==> config.mk <==
export PLATFORM = sky130hd
export DESIGN_NAME = k2red_arb
export DESIGN_NICKNAME = d
export VERILOG_FILES = /design/src/rtl/k2red_arb.sv
export SDC_FILE = /design/constraint.sdc
export NUM_CORES = 1
export LEC_CHECK = 0
export ABC_AREA = 1
export CAP_MARGIN = 20
export CORE_ASPECT_RATIO = 1.5
export CORE_MARGIN = 2
export CORE_UTILIZATION = 59
export DETAILED_ROUTE_END_ITERATION = 10
export DONT_BUFFER_PORTS = 1
export PLACE_DENSITY_LB_ADDON = 0.12
export SLEW_MARGIN = 20
export SYNTH_ARGS = -nofsm -noshare
export SYNTH_HDL_FRONTEND = slang
export SYNTH_SLANG_ARGS = --single-unit
==> constraint.sdc <==
create_clock -name clk -period 6.5 [get_ports clk]
set_input_delay 1.3 -clock clk [delete_from_list [all_inputs] [get_ports clk]]
set_output_delay 1.3 -clock clk [all_outputs]
set_load 0.03 [all_outputs]
==> src/rtl/k2red_arb.sv <==
// Two-requester round-robin front end sharing one K2-RED reducer (q = 3329, k = 13).
// Two-stage pipeline: S1 holds the granted operand, S2 holds the reduced result.
module k2red (
   input  logic [23:0] c,
   output logic [11:0] cred
);
   logic signed [18:0] cl13;
   logic signed [18:0] chs;
   logic signed [18:0] c1;
   logic signed [12:0] c1h;
   logic signed [12:0] c1l13;
   logic signed [12:0] c2;

   // Bring a value in [-q, 2q) into [0, q).
   function automatic logic [11:0] fold_q(input logic signed [12:0] x);
      logic signed [12:0] y;
      y = x;
      if (x < 13'sd0)
         y = x + 13'sd3329;
      else if (x >= 13'sd3329)
         y = x - 13'sd3329;
      return y[11:0];
   endfunction

   // Two K-RED folds give c2 == 169*c (mod q), with c2 in [-12, 3571].
   always_comb begin
      cl13  = signed'({11'd0, c[7:0]}) * 19'sd13;
      chs   = signed'({3'd0, c[23:8]});
      c1    = cl13 - chs;
      c1h   = 13'(c1 >>> 8);
      c1l13 = signed'({5'd0, c1[7:0]}) * 13'sd13;
      c2    = c1l13 - c1h;
      cred  = fold_q(c2);
   end
endmodule

module k2red_arb #(
   parameter int TAGW = 4
) (
   input  logic            clk,
   input  logic            rst,
   input  logic            a_vld,
   input  logic [23:0]     a_c,
   input  logic [TAGW-1:0] a_tag,
   output logic            a_rdy,
   input  logic            b_vld,
   input  logic [23:0]     b_c,
   input  logic [TAGW-1:0] b_tag,
   output logic            b_rdy,
   output logic            o_vld,
   input  logic            o_rdy,
   output logic [11:0]     o_cred,
   output logic            o_src,
   output logic [TAGW-1:0] o_tag
);
   logic            vld_p1;
   logic [23:0]     c_p1;
   logic            src_p1;
   logic [TAGW-1:0] tag_p1;
   logic [11:0]     cred_p1;

   logic            vld_p2;
   logic [11:0]     cred_p2;
   logic            src_p2;
   logic [TAGW-1:0] tag_p2;

   logic            last;
   logic            gnt_a;
   logic            gnt_b;
   logic            s1_en;
   logic            s2_en;

   // last == 1 means B was served most recently, so A wins the next tie.
   always_comb begin
      gnt_a = a_vld & (~b_vld | last);
      gnt_b = b_vld & (~a_vld | ~last);
      s2_en = ~vld_p2 | o_rdy;
      s1_en = ~vld_p1 | s2_en;
      a_rdy = s1_en & gnt_a & ~rst;
      b_rdy = s1_en & gnt_b & ~rst;
   end

   always_ff @(posedge clk) begin
      if (rst) begin
         vld_p1 <= 1'b0;
         vld_p2 <= 1'b0;
         last   <= 1'b1;
      end else begin
         if (s1_en)
            vld_p1 <= gnt_a | gnt_b;
         if (s2_en)
            vld_p2 <= vld_p1;
         if (a_rdy)
            last <= 1'b0;
         else if (b_rdy)
            last <= 1'b1;
      end
   end

   // S1: granted operand
   always_ff @(posedge clk) begin
      if (s1_en) begin
         c_p1   <= gnt_b ? b_c : a_c;
         src_p1 <= gnt_b;
         tag_p1 <= gnt_b ? b_tag : a_tag;
      end
   end

   k2red u_k2red (
      .c    (c_p1),
      .cred (cred_p1)
   );

   // S2: reduced result
   always_ff @(posedge clk) begin
      if (s2_en) begin
         cred_p2 <= cred_p1;
         src_p2  <= src_p1;
         tag_p2  <= tag_p1;
      end
   end

   assign o_vld  = vld_p2;
   assign o_cred = cred_p2;
   assign o_src  = src_p2;
   assign o_tag  = tag_p2;
endmodule

**Word-level counts from Yosys, hierarchy flattened**

Index checks and enable logic that the tools add are counted.

- Register bits after elaboration: 49
- Latch bits: 0
- Bits in writable memories: 0
- ROM bits: 0
- Bits of input ports: 61
- Word-level logic and storage cells: 41
- Memories: 0

- Add/sub/neg operators: 4
- Multipliers: 2
- Divide/modulo/power cells: 0
- Magnitude comparators: 2
- Equal/unequal tests: 0
- Shift operators: 0
- Muxes and demuxes: 6
- Bitwise logic cells: 17
- Reduce and logical (&&, ||, !) cells: 1

Operator list:

| operator | number |
|---|---|
| $mul A8 B4 Y12 const B | 2 |
| $mux W12 | 2 |
| $mux W24 | 1 |
| $sub A12 B16 Y17 | 1 |
| $ge A13 B13 Y1 const B | 1 |
| $lt A13 B1 Y1 const B | 1 |
| $sub A13 B9 Y13 | 1 |
| $add A12 B11 Y12 const B | 1 |
| $sub A12 B11 Y12 const B | 1 |
| $and A1 B1 Y1 | 6 |
| $not A1 Y1 | 6 |
| $or A1 B1 Y1 | 5 |
| $mux W4 | 1 |
| $mux W1 | 2 |
| $reduce_bool A2 Y1 | 1 |

**Depth between registers and ports, before layout**

Gate-level depths: netlist of the first run.

- Word-level depth: 7
- Mapped depth: 40

**Hierarchy**

From an unflattened synthesis of the first run, not the netlist that was laid out.

- Cells, all modules: 680
- Area total of the unflattened synthesis: 5,413.9 um^2

By module, submodules not included:

| module | instances | cells an instance | area each (um^2) |
|---|---|---|---|
| k2red | 1 | 521 | 3,527.1 |
| k2red_arb | 1 | 159 | 1,886.8 |

**Worst setup path before layout of the first run**

OpenSTA, ideal clock, no wires.

- Path kind: reg-to-reg
- Start point: register c_p1[2]
- End point: register cred_p2[10] (netlist: o_cred[10]), data pin
- Arrival: 5.939 ns
- Setup slack: 0.312 ns
- Stages on the path, launching flop included: 35
- Period minus slack after synthesis: 6.188 ns
- Cell sequence: edfxtp_1 -> fa_1 -> ha_1 -> inv_1 -> fa_1 -> inv_1 -> ha_1 -> a21o_1 -> a31oi_1 -> xor2_1 -> inv_1 -> ha_1 -> ha_1 -> xor2_1 -> ha_1 -> a21oi_1 -> o21ai_0 -> a21o_1 -> a21oi_1 -> xor2_1 -> ha_1 -> inv_1 -> nor3_1 -> nand2_1 -> nand3_2 -> nand3_1 -> nand2_4 -> buf_4 -> nand2_1 -> nand2_1 -> inv_1 -> nand2_1 -> nand2_1 -> nand2_1 -> inv_1

- Longest elaborated chain between the ends: 7
- Elaborated cells on any way between the ends: 10

RTL lines:

| element | RTL line | RTL |
|---|---|---|
| start, declared | 57 | `logic [23:0] c_p1;` |
| start signal, assigned | 103 | `c_p1 <= gnt_b ? b_c : a_c;` |
| $mul A8 B4 Y12 * | 27 | `cl13 = signed'({11'd0, c[7:0]}) * 19'sd13;` |
| $sub A12 B16 Y17 * | 29 | `c1 = cl13 - chs;` |
| $mul A8 B4 Y12 | 31 | `c1l13 = signed'({5'd0, c1[7:0]}) * 13'sd13;` |
| $sub A13 B9 Y13 * | 32 | `c2 = c1l13 - c1h;` |
| $sub A12 B11 Y12 / $ge A13 B13 Y1 (equally long branches) | 21, 20 |  |
| $mux W12 | 20 | `else if (x >= 13'sd3329)` |
| $mux W12 * | 18 | `if (x < 13'sd0)` |
| named net cred_p1[10] | 60 | `logic [11:0] cred_p1;` |
| end signal, assigned | 117 | `cred_p2 <= cred_p1;` |
| end, declared | 63 | `logic [11:0] cred_p2;` |

The timed path passes the listed nets; every way through them passes the cells marked *.
A chain may end at the register's enable or synchronous reset.

**Final worst setup path of the first run**

Ends and elaborated chain as after synthesis.

==> results.ini, run 1 <==
[run_status]
status=finished clean

[route]
drc=0
antenna_left=0
wl_um=10300
vias=4202
wl_per_cell_um=13.0
vias_per_cell=5.29
drtIter0Drc=106
first_pass_iters=4

[timing]
setup_viol=0
slew_violations=0
hold_viol=0
rsz0062_at_grt=yes
worst_pin_slew_ns=0.980
fin_crit_ns=6.23
max_freq_mhz=160
whs_ns=0.423
final.period_utilization=0.959
slew_headroom=0.342
fin_skew_ns=0.00948
worst_slack_ns=0.267

[flow_run]
maxCapViolCount=0

[worst_setup_path]
crit_type=reg -> reg
reg2reg_slack_ns=0.27
r2r_start=c_p1[2]
crit_path_top_delay_cell=fa_1
critPathCaptureType=flip-flop
critPathMaxFanout=12
critPathLaunchType=flip-flop
crit_arrival_ns=6.30
rr_worst_depth=35
cp.depth=35
crit_buf_inv=9
max_stage_delay_ns=0.50
r2r-end=o_cred[10]
required_ns=6.56
crit_start=c_p1[2]
cp_top_family=adder cells

[synth]
synth_top_family_by_area=simple AND/OR/NAND/NOR gates
synth_top_cell_by_area=edfxtp_1
synth-compound-area-share=0.0622
synth_xor_area_frac=0.0402
synth_fa_ha_area_frac=0.225
synthMuxAreaShare=0
syn_nets=817
ys_seq_elements=49
yosys_warnings=0
synth_area_sq_um=5230
postSynthCellCount=672
avgSynthCellArea_sq_um=7.79
seq_area_frac_synth=0.275
synth_top_area_share=0.264
synthTopCellsByArea=edfxtp_1 26%, ha_1 16%, nand2_1 15%
yosys.area_share.simple=0.298
ys_types=44

[clock_network]
h-tree-depth=2
cts_sinks=49
clk_pin_slew_worst_paths_ns=0.07
cts_max_path_buffers=2
cts_root_buf=clkbuf_16
numCtsBuffers=5
cts_tree=yes
clkLatencyLatePin_ns=0.30

[global_routing]
grtUsageTotal=0.227
grt_max_degree=31
grt_antenna_before_repair=0
grt_pass1_vias=4081
grt_pass1_wl_um=17300
overflow=0

[hold_path]
hold_end=o_tag[3]
hold_path.class=reg -> reg
whs_path_depth=0
hold_start=tag_p1[3]

[placement]
numPortBuffers=0
dp_cells=781
place_ws_ns=0.0151
dp.final_hpwl_um=8520
gp_congestion=0.916

[layout]
synthToLayoutAreaGrowth_pct=9.97
nNetsFinal=828
final_cells=794
multi_input_area_sq_um=3420
nFillCells=768
diodes=0
regArea_sq_um=1440
drive_gt1_frac=0.152

[floorplan]
core-area_sq_um=8720
dieHeight_um=119
num_rows=42
initial_core_util=0.600
die_area_sq_um=9660
pin_count=81
die_width_um=80.9

[cells in the mapped netlist (all sizes together)]
| master | number |
|---|---|
| o31ai | 1 |
| a21o | 4 |
| a211oi | 1 |
| dfxtp | 3 |
| xor2 | 17 |
| xnor2 | 7 |
| nor4 | 1 |
| o21a | 2 |
| nand3 | 51 |
| nor2 | 35 |
| a21boi | 2 |
| fa | 17 |
| o21ai | 6 |
| nor3 | 5 |
| clkbuf | 5 |
| or2 | 3 |
| ha | 67 |
| nand2 | 230 |
| edfxtp | 46 |
| a21oi | 28 |
| o21bai | 3 |
| inv | 120 |
| nand4 | 5 |
| o211ai | 4 |
| a31oi | 2 |
| buf | 4 |
| nand3b | 3 |
[flip-flops by register name, summed over array words and instances (netlist names)]
name and flops:
c_p1 24, last 1, o_cred 12, o_src 1
o_tag 4, o_vld 1, src_p1 1, tag_p1 4
vld_p1 1
[through the flow]
step / area, sq um / TNS (ns) / util
2_1_floorplan: 5230 / 0 / -
3_3_place_gp: 5400 / 0 / 0.619
3_5_place_dp: 5400 / 0 / 0.619
4_1_cts: 5560 / 0 / 0.638
5_1_grt: 5760 / -0.146 / 0.660
6_report: 5760 / 0 / 0.660
[what timing repair did]
item,CTS,global route
setup endpoints to repair,1,12
gates resized for setup,0,28
buffers inserted,1,3
pin swaps,0,14
hold buffers,0,0
[logic make-up after synthesis]
logic type,Yosys count
AO/OA/AOI/OAI,53
XOR/XNOR,24
adder cells (fa/ha/maj),84
buffers and inverters,129
flip-flops,49
AND/OR/NAND/NOR,333
[worst max path at each step]
stage,endpoint,slack (ns)
detailed placement,o_cred[10],0.02
finish,o_cred[10],0.27
global placement,o_cred[10],0.15
CTS,o_cred[10],0.00001
global route,o_cred[10],-0.05
floorplan,o_cred[10],0.31
[worst reg2reg max path, delay by kind of cell, from the launching register on]
family,cells,cell delay [ns]
adders and majority gates,8,2.88
and+or+nand+nor,12,1.03
buffers and inverters,9,0.71
AOI/OAI and AO/OA,3,0.51
xor gates and xnor gates,3,0.45
DFF,1,0.41
[final cells by class]
type / instances / area share
flip-flops and latches: 49 / 0.250
well taps: 110 / 0.0239
inverters: 120 / 0.0800
clock inverters: 3 / 0.00457
repair buffers: 13 / 0.0248
clock buffers: 5 / 0.0217
multi-input cells: 494 / 0.595
[cell usage in the layout (no fill, tap or decap), types with 14 or more instances in the layout]
master      n
nor2_1     28
ha_1       63
nand3_2    17
fa_1       17
inv_1     113
nand2_2    22
nand3_1    32
xor2_1     14
edfxtp_1   46
nand2_1   204
a21oi_1    17
[layer usage]
metal | share of wire | global-route usage | vias up
met5 | 0 | 0 | -
met4 | 0.027 | 0.0816 | 0
met3 | 0.031 | 0.0341 | 20
met2 | 0.57 | 0.440 | 95
met1 | 0.37 | 0.238 | 1924
li1 | - | - | 2163
Power of run 1 is left out: the tool's default activity adds up to more than one toggle a clock period on the data nets, which glitch-free logic cannot reach.
==> run 2: changes to the inputs <==
Settings changed: TNS_END_PERCENT set to 30.
==> results of run 2 <==
Same layout as run 1: the final DEF is identical, and so are final timing and power.
Power of run 2 is left out for the same reason.
